$ cat src/rtl/cfg_chain_loader_if.sv
// Host word-write port and layer configuration-chain port of cfg_chain_loader.
// The loader takes the slave modport; the host/layer side takes the master modport.
interface cfg_chain_loader_if #(
    parameter int WORD_W = 16,
    parameter int IDX_W  = 7
) ();
    logic              wr_valid;
    logic              wr_ready;
    logic [WORD_W-1:0] wr_data;
    logic              verify_en;
    logic              layer_busy;
    logic              cfg_we;
    logic              cfg_d;
    logic              cfg_q;
    logic              cfg_done;
    logic              cfg_err;
    logic [IDX_W-1:0]  err_idx;

    modport master (
        output wr_valid, wr_data, verify_en, layer_busy, cfg_q,
        input  wr_ready, cfg_we, cfg_d, cfg_done, cfg_err, err_idx
    );

    modport slave (
        input  wr_valid, wr_data, verify_en, layer_busy, cfg_q,
        output wr_ready, cfg_we, cfg_d, cfg_done, cfg_err, err_idx
    );
endinterface

$ cat src/rtl/cfg_chain_loader.sv
// Buffers a host-written config image, shifts it LSB-first into a layer's serial config chain
// once the layer is idle, and optionally recirculates the chain once to read back and compare.
module cfg_chain_loader #(
    parameter int CHAIN_LEN = 128,
    parameter int WORD_W    = 16,
    parameter int IDX_W     = 7
) (
    input  logic              clk_i,
    input  logic              rst_i,
    cfg_chain_loader_if.slave bus
);
    localparam int                NWORDS    = CHAIN_LEN / WORD_W;
    localparam int                WCNT_W    = (NWORDS > 1) ? $clog2(NWORDS) : 1;
    localparam logic [WCNT_W-1:0] LAST_WORD = WCNT_W'(NWORDS - 1);
    localparam logic [IDX_W-1:0]  LAST_BIT  = IDX_W'(CHAIN_LEN - 1);

    typedef enum logic [2:0] {
        S_IDLE,
        S_FILL,
        S_WAIT,
        S_SHIFT,
        S_VERIFY,
        S_DONE
    } state_e;

    state_e               state_q;
    logic [CHAIN_LEN-1:0] image_q;
    logic [WCNT_W-1:0]    w_q;
    logic [IDX_W-1:0]     k_q;
    logic [IDX_W-1:0]     k_d;
    logic [IDX_W-1:0]     wbase;
    logic                 verify_q;
    logic                 wr_ready_q;
    logic                 cfg_we_q;
    logic                 cfg_d_q;
    logic                 cfg_done_q;
    logic                 cfg_err_q;
    logic [IDX_W-1:0]     err_idx_q;
    logic                 accept;
    logic                 rb_mismatch;

    assign accept      = bus.wr_valid & wr_ready_q;
    assign k_d         = k_q + 1'b1;
    assign wbase       = IDX_W'(int'(w_q) * WORD_W);
    // The bit pushed first sits in the last flop, so readback index k lines up with image[k].
    assign rb_mismatch = (bus.cfg_q != image_q[k_q]);

    always_ff @(posedge clk_i) begin
        if (rst_i) begin
            state_q    <= S_IDLE;
            image_q    <= '0;
            w_q        <= '0;
            k_q        <= '0;
            verify_q   <= 1'b0;
            wr_ready_q <= 1'b1;
            cfg_we_q   <= 1'b0;
            cfg_d_q    <= 1'b0;
            cfg_done_q <= 1'b0;
            cfg_err_q  <= 1'b0;
            err_idx_q  <= '0;
        end else begin
            case (state_q)
                S_IDLE, S_FILL, S_DONE: begin
                    if (accept) begin
                        image_q[wbase +: WORD_W] <= bus.wr_data;
                        if (state_q != S_FILL) begin
                            cfg_done_q <= 1'b0;
                            cfg_err_q  <= 1'b0;
                            err_idx_q  <= '0;
                        end
                        if (w_q == LAST_WORD) begin
                            w_q        <= '0;
                            verify_q   <= bus.verify_en;
                            wr_ready_q <= 1'b0;
                            state_q    <= S_WAIT;
                        end else begin
                            w_q     <= w_q + 1'b1;
                            state_q <= S_FILL;
                        end
                    end
                end
                S_WAIT: begin
                    if (!bus.layer_busy) begin
                        state_q  <= S_SHIFT;
                        k_q      <= '0;
                        cfg_we_q <= 1'b1;
                        cfg_d_q  <= image_q[0];
                    end
                end
                S_SHIFT: begin
                    if (k_q == LAST_BIT) begin
                        k_q     <= '0;
                        cfg_d_q <= 1'b0;
                        if (verify_q) begin
                            state_q <= S_VERIFY;
                        end else begin
                            state_q    <= S_DONE;
                            cfg_we_q   <= 1'b0;
                            cfg_done_q <= 1'b1;
                            wr_ready_q <= 1'b1;
                        end
                    end else begin
                        k_q     <= k_d;
                        cfg_d_q <= image_q[k_d];
                    end
                end
                S_VERIFY: begin
                    if (rb_mismatch && !cfg_err_q) begin
                        cfg_err_q <= 1'b1;
                        err_idx_q <= k_q;
                    end
                    if (k_q == LAST_BIT) begin
                        k_q        <= '0;
                        state_q    <= S_DONE;
                        cfg_we_q   <= 1'b0;
                        cfg_done_q <= 1'b1;
                        wr_ready_q <= 1'b1;
                    end else begin
                        k_q <= k_d;
                    end
                end
                default: state_q <= S_IDLE;
            endcase
        end
    end

    assign bus.wr_ready = wr_ready_q;
    assign bus.cfg_we   = cfg_we_q;
    // Readback recirculates the chain output straight back in so the contents end up unchanged.
    assign bus.cfg_d    = (state_q == S_VERIFY) ? bus.cfg_q : cfg_d_q;
    assign bus.cfg_done = cfg_done_q;
    assign bus.cfg_err  = cfg_err_q;
    assign bus.err_idx  = err_idx_q;
endmodule

$ cat src/flat_wrapper.sv
// flat-port wrapper written by rule: the top's interface ports become plain ports
module cfg_chain_loader_flat 
#(
    parameter int CHAIN_LEN = 128,
    parameter int WORD_W    = 16,
    parameter int IDX_W     = 7
)
  (clk_i, rst_i, bus_wr_valid, bus_wr_data, bus_verify_en, bus_layer_busy, bus_cfg_q, bus_wr_ready, bus_cfg_we, bus_cfg_d, bus_cfg_done, bus_cfg_err, bus_err_idx);
  cfg_chain_loader_if #(.WORD_W(WORD_W), .IDX_W(IDX_W)) bus_i ();
  input  logic clk_i;
  input  logic rst_i;
  input wire logic [$bits(bus_i.wr_valid)-1:0] bus_wr_valid;
  input wire logic [$bits(bus_i.wr_data)-1:0] bus_wr_data;
  input wire logic [$bits(bus_i.verify_en)-1:0] bus_verify_en;
  input wire logic [$bits(bus_i.layer_busy)-1:0] bus_layer_busy;
  input wire logic [$bits(bus_i.cfg_q)-1:0] bus_cfg_q;
  output wire logic [$bits(bus_i.wr_ready)-1:0] bus_wr_ready;
  output wire logic [$bits(bus_i.cfg_we)-1:0] bus_cfg_we;
  output wire logic [$bits(bus_i.cfg_d)-1:0] bus_cfg_d;
  output wire logic [$bits(bus_i.cfg_done)-1:0] bus_cfg_done;
  output wire logic [$bits(bus_i.cfg_err)-1:0] bus_cfg_err;
  output wire logic [$bits(bus_i.err_idx)-1:0] bus_err_idx;
  assign bus_i.wr_valid = bus_wr_valid;
  assign bus_i.wr_data = bus_wr_data;
  assign bus_i.verify_en = bus_verify_en;
  assign bus_i.layer_busy = bus_layer_busy;
  assign bus_i.cfg_q = bus_cfg_q;
  assign bus_wr_ready = bus_i.wr_ready;
  assign bus_cfg_we = bus_i.cfg_we;
  assign bus_cfg_d = bus_i.cfg_d;
  assign bus_cfg_done = bus_i.cfg_done;
  assign bus_cfg_err = bus_i.cfg_err;
  assign bus_err_idx = bus_i.err_idx;
  cfg_chain_loader #(.CHAIN_LEN(CHAIN_LEN), .WORD_W(WORD_W), .IDX_W(IDX_W)) u_core (.clk_i(clk_i), .rst_i(rst_i), .bus(bus_i));
endmodule
$ cat config.mk
export PLATFORM = sky130hd
export DESIGN_NAME = cfg_chain_loader_flat
export DESIGN_NICKNAME = d
export VERILOG_FILES = /design/src/rtl/cfg_chain_loader_if.sv /design/src/rtl/cfg_chain_loader.sv /design/src/flat_wrapper.sv
export SDC_FILE = /design/constraint.sdc
export NUM_CORES = 1
export LEC_CHECK = 0
export BUFFER_PORTS_ARGS = -buffer_cell sky130_fd_sc_hd__clkbuf_2
export CORE_MARGIN = 2
export CORE_UTILIZATION = 42
export CTS_CLUSTER_DIAMETER = 40
export DETAILED_ROUTE_END_ITERATION = 8
export PLACE_DENSITY = 0.62
export SYNTH_ARGS = -nofsm -noshare
export SYNTH_HDL_FRONTEND = slang
export SYNTH_SLANG_ARGS = --single-unit
$ cat constraint.sdc
create_clock -name clk_i -period 3.1 [get_ports clk_i]
set_input_delay 0 -clock clk_i [delete_from_list [all_inputs] [get_ports clk_i]]
set_output_delay 0 -clock clk_i [all_outputs]
set_load 0.05 [all_outputs]
==> out/metrics.cfg, run 1 <==
[synthesis]
synth_most_common_cell = dfxtp_1
synth_commonest_cells = 154 x dfxtp_1, 135 x nand2_1, 115 x a21oi_1, 91 x nand3_1, 79 x nor2_1
synth_top_cell_area_share_pct = 35.9
synth-seq-cells = 154
yosysTopAreaCell = dfxtp_1
synth_area_per_cell_um2 = 9.19
synth-warning-count = 0
syn_inst = 933
synth_area_leaders = dfxtp_1 36%, mux4_2 12%, a21oi_1 6.7%
netlist-cell-type-count = 62
seq_area_frac_synth_pct = 35.9
synth_nets = 963
ys.flop_type = dfxtp_1
synth_area_mm2 = 0.00858
synth-edff-count = 0
synthArstFlopShare_pct = 0

[drt]
routed_wirelength_mm = 25.6
routedWlPerCell_um = 21.1
drtAntennaViolNets = 0
drt_iter0_markers = 729
drt_first_pass_iters = 5
via_per_inst = 5.95
drc_errors = 0
vias = 7220

[clocking]
holdBufCountCts = 5
cts_buffers = 17
cts_tree = done
cts_max_level = 4
cts-resized-gates = 0
cts_buffer_depth = 2
cts.sinks = 154
post_cts_buffers = 0
cts.clk_slew.worst_paths_ps = 70
clk_latency_ps = 440
root_buffer = clkbuf_16

[power]
power_leakage_nw = 3.25
ir_worst_vdd_mv = 0.357
pwr_density_cell_mw_per_mm2 = 459

[timing]
final.period_utilization_pct = 91.1
max-slew-margin-rel_pct = 48.1
timing.fmax_mhz = 354
min_period_ps = 2820
finalSetupViolCount = 0
skew_ps = 13.1
setup_tns_ps = 0
tightest_slew_ps = 778
rsz0062_at_grt = false
finalHoldViolCount = 0
final_max_slew_viol_count = 0

[floorplan]
start_util_pct = 42.5
core_region_area_mm2 = 0.0202
die_h_um = 147
io_pins = 34
dieArea_mm2 = 0.0216
std_cell_rows = 52
die_width_um = 147

[cells_and_area]
seq_area_mm2 = 0.00309
final_cells = 1214
nets = 961
layout-drive-gt1-share_pct = 18.1
multi_input_area_mm2 = 0.00497
area_growth_syn_to_layout_pct = 10.2
n_antenna_cell = 0
fill_cells = 1943

[setup_path]
crit_arrival_ps = 3180
reg2reg_slack_ps = 280
start_kind = flop
required_ps = 3460
crit_fanout = 17
critPathKind = flop to flop
crit_path_end_kind = flop

[placement]
io_buffers = 33
routabilityCongestion = 0.922
place_inst = 1177
hpwl_mm = 17.1

[flow_run]
maxCapViolCount = 0

[status]
outcome = finished, final reports clean

[grt]
gr-total-overflow = 0
grt_pass1_vias = 6849
grtUsageTotal_pct = 24.2
antenna_found_initial = 0
grt_pass1_wl_mm = 40.4
grt_max_degree = 70

[worst_hold_path]
hold_path_class = primary input to flop

[cells by family after synthesis]
kind of cell             count (synthesis)  synth area share [%]
AO/OA/AOI/OAI                          164                  11.0
AND/OR/NAND/NOR                        378                  20.5
buffers and inverters                   96                  6.26
multiplexers                           127                  24.0
adder cells (fa/ha/maj)                  8                  1.17
XOR/XNOR                                 6                  1.14
flip-flops                             154                  35.9
[worst paths after layout]
kind	from	to	depth (start not counted)
setup / recovery	u_core.k_q[2]	u_core.bus.err_idx[3]	9
hold / removal	bus_wr_data[13]	u_core.image_q[93]	3
setup reg to reg	u_core.k_q[2]	u_core.bus.err_idx[3]	9
hold reg to reg	u_core.bus.err_idx[5]	u_core.bus.err_idx[5]	2
[flip-flops by register name, summed over array words and instances, names as in the netlist, 3 cells and up]
| register | count |
|---|---|
| u_core.w_q | 3 |
| u_core.image_q | 128 |
| u_core.k_q | 7 |
| u_core.state_q | 3 |
| u_core.bus.err_idx | 7 |
[layer usage]
| metal | track usage [%] | vias to the layer above | share of wire, % |
|---|---|---|---|
| met5 | 0 | - | 0 |
| met2 | 38.1 | 278 | 47 |
| li1 | - | 3376 | - |
| met1 | 34.2 | 3530 | 45 |
| met3 | 3.88 | 36 | 6.3 |
| met4 | 8.08 | 0 | 2.0 |
[stage by stage]
step / worst slack [ps] / hold WS, ps / power, mW / util, % / cell area, um^2
global placement: 308 / 243 / 2.33 / 43.8 / 8840
global route: 92.4 / 23.9 / 4.46 / 46.9 / 9460
floorplan: 572 / 144 / 2.23 / - / 8580
detailed placement: 298 / 255 / 2.34 / 43.8 / 8840
finish: 277 / 13.5 / 4.34 / 46.9 / 9460
CTS: 274 / 6.42 / 4.35 / 46.9 / 9460
[cell usage in the layout (no fill, tap or decap), drive strengths merged, types with 3 or more instances in the layout]
master / netlist / layout
ha: 8 / 8
o21ai: 11 / 11
mux2: 12 / 12
nand3: 92 / 92
or3: 3 / 3
a22oi: 7 / 7
buf: 35 / 30
nor2b: 6 / 6
nor3b: 4 / 4
dfxtp: 154 / 154
nor2: 80 / 80
clkinv: 0 / 7
and2: 9 / 9
a21oi: 116 / 116
nand2: 135 / 135
xnor2: 4 / 4
o22ai: 3 / 3
a211oi: 7 / 7
clkbuf: 53 / 49
nand4: 13 / 13
inv: 8 / 15
dlygate4sd3: 0 / 5
nor3: 18 / 18
nand2b: 6 / 6
nor4: 4 / 4
o2111ai: 4 / 4
mux4: 58 / 58
mux2i: 57 / 57
[cell type report]
class | instances | share of cell area (%)
multi-input cells | 683 | 52.5
repair buffers | 67 | 5.00
flip-flops and latches | 154 | 32.6
clock buffers | 17 | 4.50
well taps | 270 | 3.57
clock inverters | 15 | 1.46
inverters | 8 | 0.318
[where the power goes]
part	leakage, nW	internal (mW)	switching [mW]	total (mW)
combinational	1.73	0.0845	0.203	0.287
clock	0.283	1.12	0.917	2.04
sequential	1.24	2.00	0.0182	2.01
[critical path, cell delays in order, from the launching register on]
cell and delay, ps:
dfxtp_2 620, buf_12 220, nand2b_1 170, o22ai_1 100, nor3_1 370, o22ai_1 160, a2111o_1 490, and4_4 230
nor2_8 170, mux2i_1 210
Power figures use the tool's default switching activity.
==> run 2: changes to the inputs <==
- PLACE_DENSITY: 0.62 -> 0.64
- clock period: 3.1 -> 2.4 ns (I/O delays scaled with it)
==> run 2 against run 1 <==
Against the previous run: the run now ends with negative setup slack left; clock power up 39%; non-clock buffer count up 63; clock-buffer cell count up 3; clock skew down 1.1 ps; first-iteration DRC count up 3.6%; combinational power up 39%; largest cell class unchanged.
==> out/metrics.cfg, run 2 (synthesis gave the netlist of run 1 again) <==
[drt]
vias = 7539  ; was 7220
via_per_inst = 5.90  ; was 5.95
drt_first_pass_iters = 7  ; was 5
drtAntennaViolNets = 0  ; unchanged
top_layer_used = met4  ; unchanged
wl_met1_mm = 11.3  ; was 11.5 mm
dr_wl_met3_mm = 2.10  ; was 1.60 mm
routed_wirelength_mm = 25.9  ; was 25.6 mm
drc_errors = 0  ; unchanged
routedWlPerCell_um = 20.3  ; was 21.1 um
drt_iter0_markers = 755  ; was 729
met2_length_mm = 11.8  ; was 11.9 mm

[cells_and_area]
area_growth_syn_to_layout_pct = 20.0  ; was 10.2%
fill_cells = 1882  ; was 1943
nets = 1024  ; was 961
regMostFlops = u_core.image_q  ; unchanged
final_cells = 1277  ; was 1214
multi_input_area_mm2 = 0.00512  ; was 0.00497 mm^2
n_antenna_cell = 0  ; unchanged
layout-drive-gt1-share_pct = 25.4  ; was 18.1%
largest_register_ffs = 128  ; unchanged
layout_commonest_cell = dfxtp_1  ; unchanged
layout_common_cells = 151 x dfxtp_1, 134 x nand2_1, 115 x a21oi_1, 91 x nand3_1, 78 x nor2_1  ; was 152 x dfxtp_1, 135 x nand2_1, 115 x a21oi_1, 91 x nand3_1, 79 x nor2_1
seq_area_mm2 = 0.00309  ; about the same

[power]
power_leakage_nw = 3.66  ; was 3.25 nW
ir_worst_vdd_mv = 0.469  ; was 0.357 mV
pwr_density_cell_mw_per_mm2 = 567  ; was 459 mW/mm^2

[timing]
min_period_ps = 2580  ; was 2820 ps
skew_ps = 12.1  ; was 13.1 ps
final_max_slew_viol_count = 0  ; unchanged
fin_ws_ps = -179  ; was 277 ps
rsz0062_at_grt = true  ; was false
tightest_slew_ps = 717  ; was 778 ps
final.period_utilization_pct = 107  ; was 91.1%
max-slew-margin-rel_pct = 52.2  ; was 48.1%
finalSetupViolCount = 9  ; was 0
finalHoldViolCount = 0  ; unchanged
hold_slack_ps = 17.5  ; was 13.5 ps
timing.fmax_mhz = 388  ; was 354 MHz

[setup_path]
required_ps = 2710  ; was 3460 ps
cpMaxStageDelayCell = mux4_1  ; was dfxtp_2
critPathKind = flop to flop  ; unchanged
slowest_delay_ps = 550  ; was 620 ps
crit_arrival_ps = 2890  ; was 3180 ps
crit_fanout = 8  ; was 17
cp_cell_sequence = buf_8, mux4_1, mux2_4, o311ai_2, a2111o_1, and4_4, nor2_8, mux2i_1  ; was buf_12, nand2b_1, o22ai_1, nor3_1, o22ai_1, a2111o_1, and4_4, nor2_8, mux2i_1
start_kind = flop  ; unchanged
crit_path_end_kind = flop  ; unchanged

[floorplan]
core_region_area_mm2 = 0.0202  ; unchanged
dieArea_mm2 = 0.0216  ; unchanged
start_util_pct = 42.5  ; unchanged
io_pins = 34  ; unchanged
die_width_um = 147  ; unchanged
std_cell_rows = 52  ; unchanged
die_h_um = 147  ; unchanged

[status]
outcome = finished, violations left  ; was finished, final reports clean
violations = negative setup slack

[grt]
antenna_found_initial = 0  ; unchanged
grtUsageTotal_pct = 24.4  ; was 24.2%
grt_pass1_vias = 7163  ; was 6849
grt_max_degree = 140  ; was 70
grt_pass1_wl_mm = 41.0  ; was 40.4 mm
gr-total-overflow = 0  ; unchanged

[clocking]
root_buffer = clkbuf_16  ; unchanged
cts_tree = done  ; unchanged
cts_buffers = 17  ; unchanged
cts_buffer_depth = 2  ; unchanged
cts_max_level = 4  ; unchanged
clk_latency_ps = 440  ; about the same
cts.clk_slew.worst_paths_ps = 70  ; about the same
cts.sinks = 154  ; unchanged

[flow_run]
maxCapViolCount = 0  ; unchanged

[placement]
routabilityCongestion = 0.909  ; was 0.922
hpwl_mm = 17.8  ; was 17.1 mm
place_inst = 1228  ; was 1177
io_buffers = 33  ; unchanged

[worst_hold_path]
hold_path_class = primary input to flop  ; unchanged

## run 2: cell types whose count changed in the layout (fill, tap and decap cells not counted), moves of 4 or more
cell           delta
inv_6             -5
clkinv_2          -4
buf_6             +5
nor3_1            -4
mux2i_1           -4
buf_12            +8
buf_4            +44
clkinvlp_4        +4
dlygate4sd3_1     +4
## run 2: critical path, delay by kind of cell, from the launching register on
kind,cells,cell delay [ps]
mux,3,990
flops,1,410
simple gates,2,350
compound gates,2,560
buf+inv,1,150
## run 2: routing by layer
layer / global-route usage (%) / vias to the layer above
met1: 34.8 / 3657
met3: 4.57 / 46
met2: 37.4 / 332
met4: 8.56 / 0
li1: - / 3504
met5: 0 / -
## run 2: area by class of cell
type / instances / area share [%]
timing repair buffer: 130 / 10.6
multi-input combinational: 683 / 49.8
tap: 270 / 3.28
clock inverter: 12 / 1.59
inverter: 8 / 0.292
sequential: 154 / 30.0
clock buffer: 20 / 4.44
## run 2: worst paths after layout
path                                         endpoint  cells past startpoint             startpoint  slack (ps)
worst max-delay path            u_core.bus.err_idx[4]                      8          u_core.k_q[0]        -180
worst min-delay path               u_core.image_q[56]                      3         bus_wr_data[8]          20
worst max register to register  u_core.bus.err_idx[4]                      8          u_core.k_q[0]        -180
worst min register to register  u_core.bus.err_idx[5]                      2  u_core.bus.err_idx[5]         460
## run 2: per-stage QoR
step	setup slack, ps	TNS (ps)	util [%]	area [um^2]	power [mW]
detailed placement	-270	-2060	46.1	9290	3.03
finish	-179	-1400	51.0	10300	5.84
global route	-283	-2270	51.0	10300	6.00
global placement	-271	-1880	46.1	9290	3.02
floorplan	-45.3	-45.3	-	8590	2.88
CTS	-160	-1240	50.0	10100	5.86
## run 2: power by group
group	total [mW]	internal [mW]	switching (mW)	leakage, nW
Sequential	2.60	2.58	0.0197	1.24
Combinational	0.400	0.127	0.272	2.13
Clock	2.84	1.70	1.14	0.289
## run 2: what timing repair did
item | in CTS | in global routing
endpoints found under the setup margin | 9 | 31
hold buffers | 9 | 0
pin swaps | 9 | 8
gates cloned | 0 | 0
resized for setup | 22 | 33
hold endpoints to repair | 27 | 0
setup buffers | 2 | 7
==> run 3: changes to the inputs <==
- BUFFER_PORTS_ARGS: -buffer_cell sky130_fd_sc_hd__clkbuf_2 -> -buffer_cell sky130_fd_sc_hd__buf_2
==> run 3 against run 2 <==
Against the previous run: the run still ends with negative setup slack left; utilization increased by 0.58 points; power increased by 2.0%; non-clock buffer count increased by 12; hold slack improved by 5.2 ps; wire length decreased by 1.3%; sequential power about the same; sequential share of layout area decreased by 0.34 points; cell count increased by 0.78%; register-to-register slack about the same; first-iteration DRC count decreased by 11%; clock power increased by 4%; clock skew decreased by 3.3 ps; critical endpoint is now u_core.cfg_d_q; largest cell class unchanged.
==> out/metrics.cfg, run 3 (synthesis gave the netlist of run 1 again) <==
[cells_and_area]
nets = 1036  ; was 1024
design_area_mm2 = 0.0104  ; was 0.0103 mm^2
layout-drive-gt1-share_pct = 25.0  ; was 25.4%
largest_register_ffs = 128  ; unchanged
final_cells = 1287  ; was 1277
layout_commonest_cell = dfxtp_1  ; unchanged
n_antenna_cell = 0  ; unchanged
multi_input_area_mm2 = 0.00512  ; about the same
layout_common_cells = 151 x dfxtp_1, 134 x nand2_1, 114 x a21oi_1, 91 x nand3_1, 78 x nor2_1  ; was 151 x dfxtp_1, 134 x nand2_1, 115 x a21oi_1, 91 x nand3_1, 78 x nor2_1
area_growth_syn_to_layout_pct = 21.3  ; was 20.0%
fill_cells = 1809  ; was 1882
seq_area_mm2 = 0.00309  ; unchanged
regMostFlops = u_core.image_q  ; unchanged

[floorplan]
die_width_um = 147  ; unchanged
std_cell_rows = 52  ; unchanged
io_pins = 34  ; unchanged
dieArea_mm2 = 0.0216  ; unchanged
core_region_area_mm2 = 0.0202  ; unchanged
die_h_um = 147  ; unchanged
start_util_pct = 42.5  ; unchanged

[status]
violations = negative setup slack  ; unchanged
outcome = finished, violations left  ; unchanged

[setup_path]
crit_path_frequent_cell = mux4_2
crit_path_end_kind = flop  ; unchanged
crit_arrival_ps = 2930  ; was 2890 ps
rr_worst_depth = 10  ; was 8
cp_cell_sequence = buf_4, ha_4, buf_6, buf_12, mux4_2, mux2i_2, mux4_2, a311oi_1, o21ai_1, a31oi_1  ; was buf_8, mux4_1, mux2_4, o311ai_2, a2111o_1, and4_4, nor2_8, mux2i_1
required_ps = 2750  ; was 2710 ps
start_kind = flop  ; unchanged
reg2reg_from = u_core.k_q[1]  ; was u_core.k_q[0]
critPathKind = flop to flop  ; unchanged
slowest_delay_ps = 500  ; was 550 ps
r2r-end = u_core.cfg_d_q  ; was u_core.bus.err_idx[4]
crit_fanout = 7  ; was 8
reg2reg_slack_ps = -180  ; about the same
cpMaxStageDelayCell = mux4_2  ; was mux4_1

[placement]
routabilityCongestion = 0.904  ; was 0.909
place_area_mm2 = 0.00932  ; was 0.00929 mm^2
hpwl_mm = 17.7  ; was 17.8 mm
place_inst = 1231  ; was 1228
io_buffers = 33  ; unchanged

[timing]
final.period_utilization_pct = 107  ; about the same
min_period_ps = 2580  ; about the same
final_max_slew_viol_count = 0  ; unchanged
finalSetupViolCount = 9  ; unchanged
skew_ps = 8.79  ; was 12.1 ps
max-slew-margin-rel_pct = 56.8  ; was 52.2%
fin_ws_ps = -176  ; was -179 ps
finalHoldViolCount = 0  ; unchanged
tightest_slew_ps = 644  ; was 717 ps
rsz0062_at_grt = true  ; unchanged
timing.fmax_mhz = 388  ; about the same

[clocking]
cts_max_level = 4  ; unchanged
cts_buffers = 17  ; unchanged
cts_buffer_depth = 2  ; unchanged
root_buffer = clkbuf_16  ; unchanged
cts.sinks = 154  ; unchanged
cts_tree = done  ; unchanged
clk_latency_ps = 430  ; was 440 ps
cts.clk_slew.worst_paths_ps = 60  ; was 70 ps

[flow_run]
maxCapViolCount = 0  ; unchanged

[drt]
drc_errors = 0  ; unchanged
vias = 7556  ; was 7539
drtAntennaViolNets = 0  ; unchanged
routedWlPerCell_um = 19.9  ; was 20.3 um
routed_wirelength_mm = 25.6  ; was 25.9 mm
drt_first_pass_iters = 5  ; was 7
via_per_inst = 5.87  ; was 5.90
drt_iter0_markers = 671  ; was 755

[power]
ir_worst_vdd_mv = 0.475  ; was 0.469 mV
pwr_density_cell_mw_per_mm2 = 572  ; was 567 mW/mm^2
power_leakage_nw = 3.74  ; was 3.66 nW
power.total_mw = 5.95  ; was 5.84 mW

[grt]
antenna_found_initial = 0  ; unchanged
grtUsageTotal_pct = 23.7  ; was 24.4%
grt_pass1_wl_mm = 39.8  ; was 41.0 mm
grt_pass1_vias = 6999  ; was 7163
gr-total-overflow = 0  ; unchanged
grt_max_degree = 56  ; was 140

[worst_hold_path]
hold_path_class = primary input to flop  ; unchanged
min_path_cells = 2  ; was 3
hold_path.startpoint = rst_i  ; was bus_wr_data[8]
hold_path_end = u_core.image_q[63]  ; was u_core.image_q[56]

## run 3: cell count changes in the layout (fill, tap and decap cells not counted), sizes merged
cell | previous run | this run
buf | 89 | 123
clkbuf | 52 | 23
dlygate4sd3 | 9 | 18
clkinvlp | 4 | 1
bufinv | 3 | 5
inv | 10 | 8
clkinv | 3 | 2
## run 3: through the flow
| stage | hold WS [ps] | util, % | setup WS (ps) | setup TNS (ps) |
|---|---|---|---|---|
| finish | 22.7 | 51.6 | -176 | -1320 |
| global route | 26.4 | 51.6 | -230 | -1850 |
| CTS | 5.19 | 50.9 | -118 | -977 |
| detailed placement | 249 | 46.2 | -291 | -1910 |
| global placement | 247 | 46.2 | -262 | -1640 |
| floorplan | 144 | - | -45.3 | -45.3 |
## run 3: power breakdown
| part | internal [mW] | switching, mW | leakage [nW] |
|---|---|---|---|
| Clock | 1.89 | 1.06 | 0.306 |
| Combinational | 0.138 | 0.274 | 2.19 |
| Sequential | 2.58 | 0.0183 | 1.24 |
| Total | 4.60 | 1.35 | 3.74 |
## run 3: cell type report
| type | instances | area share (%) |
|---|---|---|
| Inverter | 8 | 0.289 |
| Clock buffer | 22 | 4.46 |
| Tap cell | 270 | 3.25 |
| Timing Repair Buffer | 142 | 11.5 |
| Sequential cell | 154 | 29.7 |
| Clock inverter | 8 | 1.61 |
| Multi-Input combinational cell | 683 | 49.2 |
## run 3: worst max-delay path by stage
stage | slack (ps) | end | depth (start not counted) | startpoint
2_1_floorplan | -50 | u_core.cfg_d_q | 10 | u_core.k_q[0]
3_3_place_gp | -260 | u_core.cfg_d_q | 9 | u_core.k_q[0]
3_5_place_dp | -290 | u_core.cfg_d_q | 9 | u_core.k_q[0]
4_1_cts | -120 | u_core.bus.err_idx[3] | 10 | u_core.k_q[1]
5_1_grt | -230 | u_core.bus.err_idx[2] | 12 | u_core.k_q[1]
6_report | -180 | u_core.cfg_d_q | 10 | u_core.k_q[1]
## run 3: critical path, delay by kind of cell (launching register included)
kind,cells,cell delay (ps)
AO/OA/AOI/OAI,3,530
flip-flops,1,350
adder cells (fa/ha/maj),1,280
buffers and inverters,3,410
multiplexers,3,910
## run 3: timing repair
| action | in CTS | in global routing |
|---|---|---|
| buffers inserted | 5 | 3 |
| gates resized for setup | 27 | 22 |
| endpoints found under the setup margin | 9 | 15 |
| hold buffers | 18 | 0 |
| pin swaps | 10 | 9 |
| endpoints found under the hold margin | 88 | 0 |
| gates cloned | 0 | 1 |
## run 3: layer usage
layer  part of all wire [%]  track usage [%]  wire length, um
met5                      0                0                0
met4                    2.7             7.74              679
met3                    8.1             5.62             2070
met2                     45             36.5            11500
met1                     44             32.9            11400
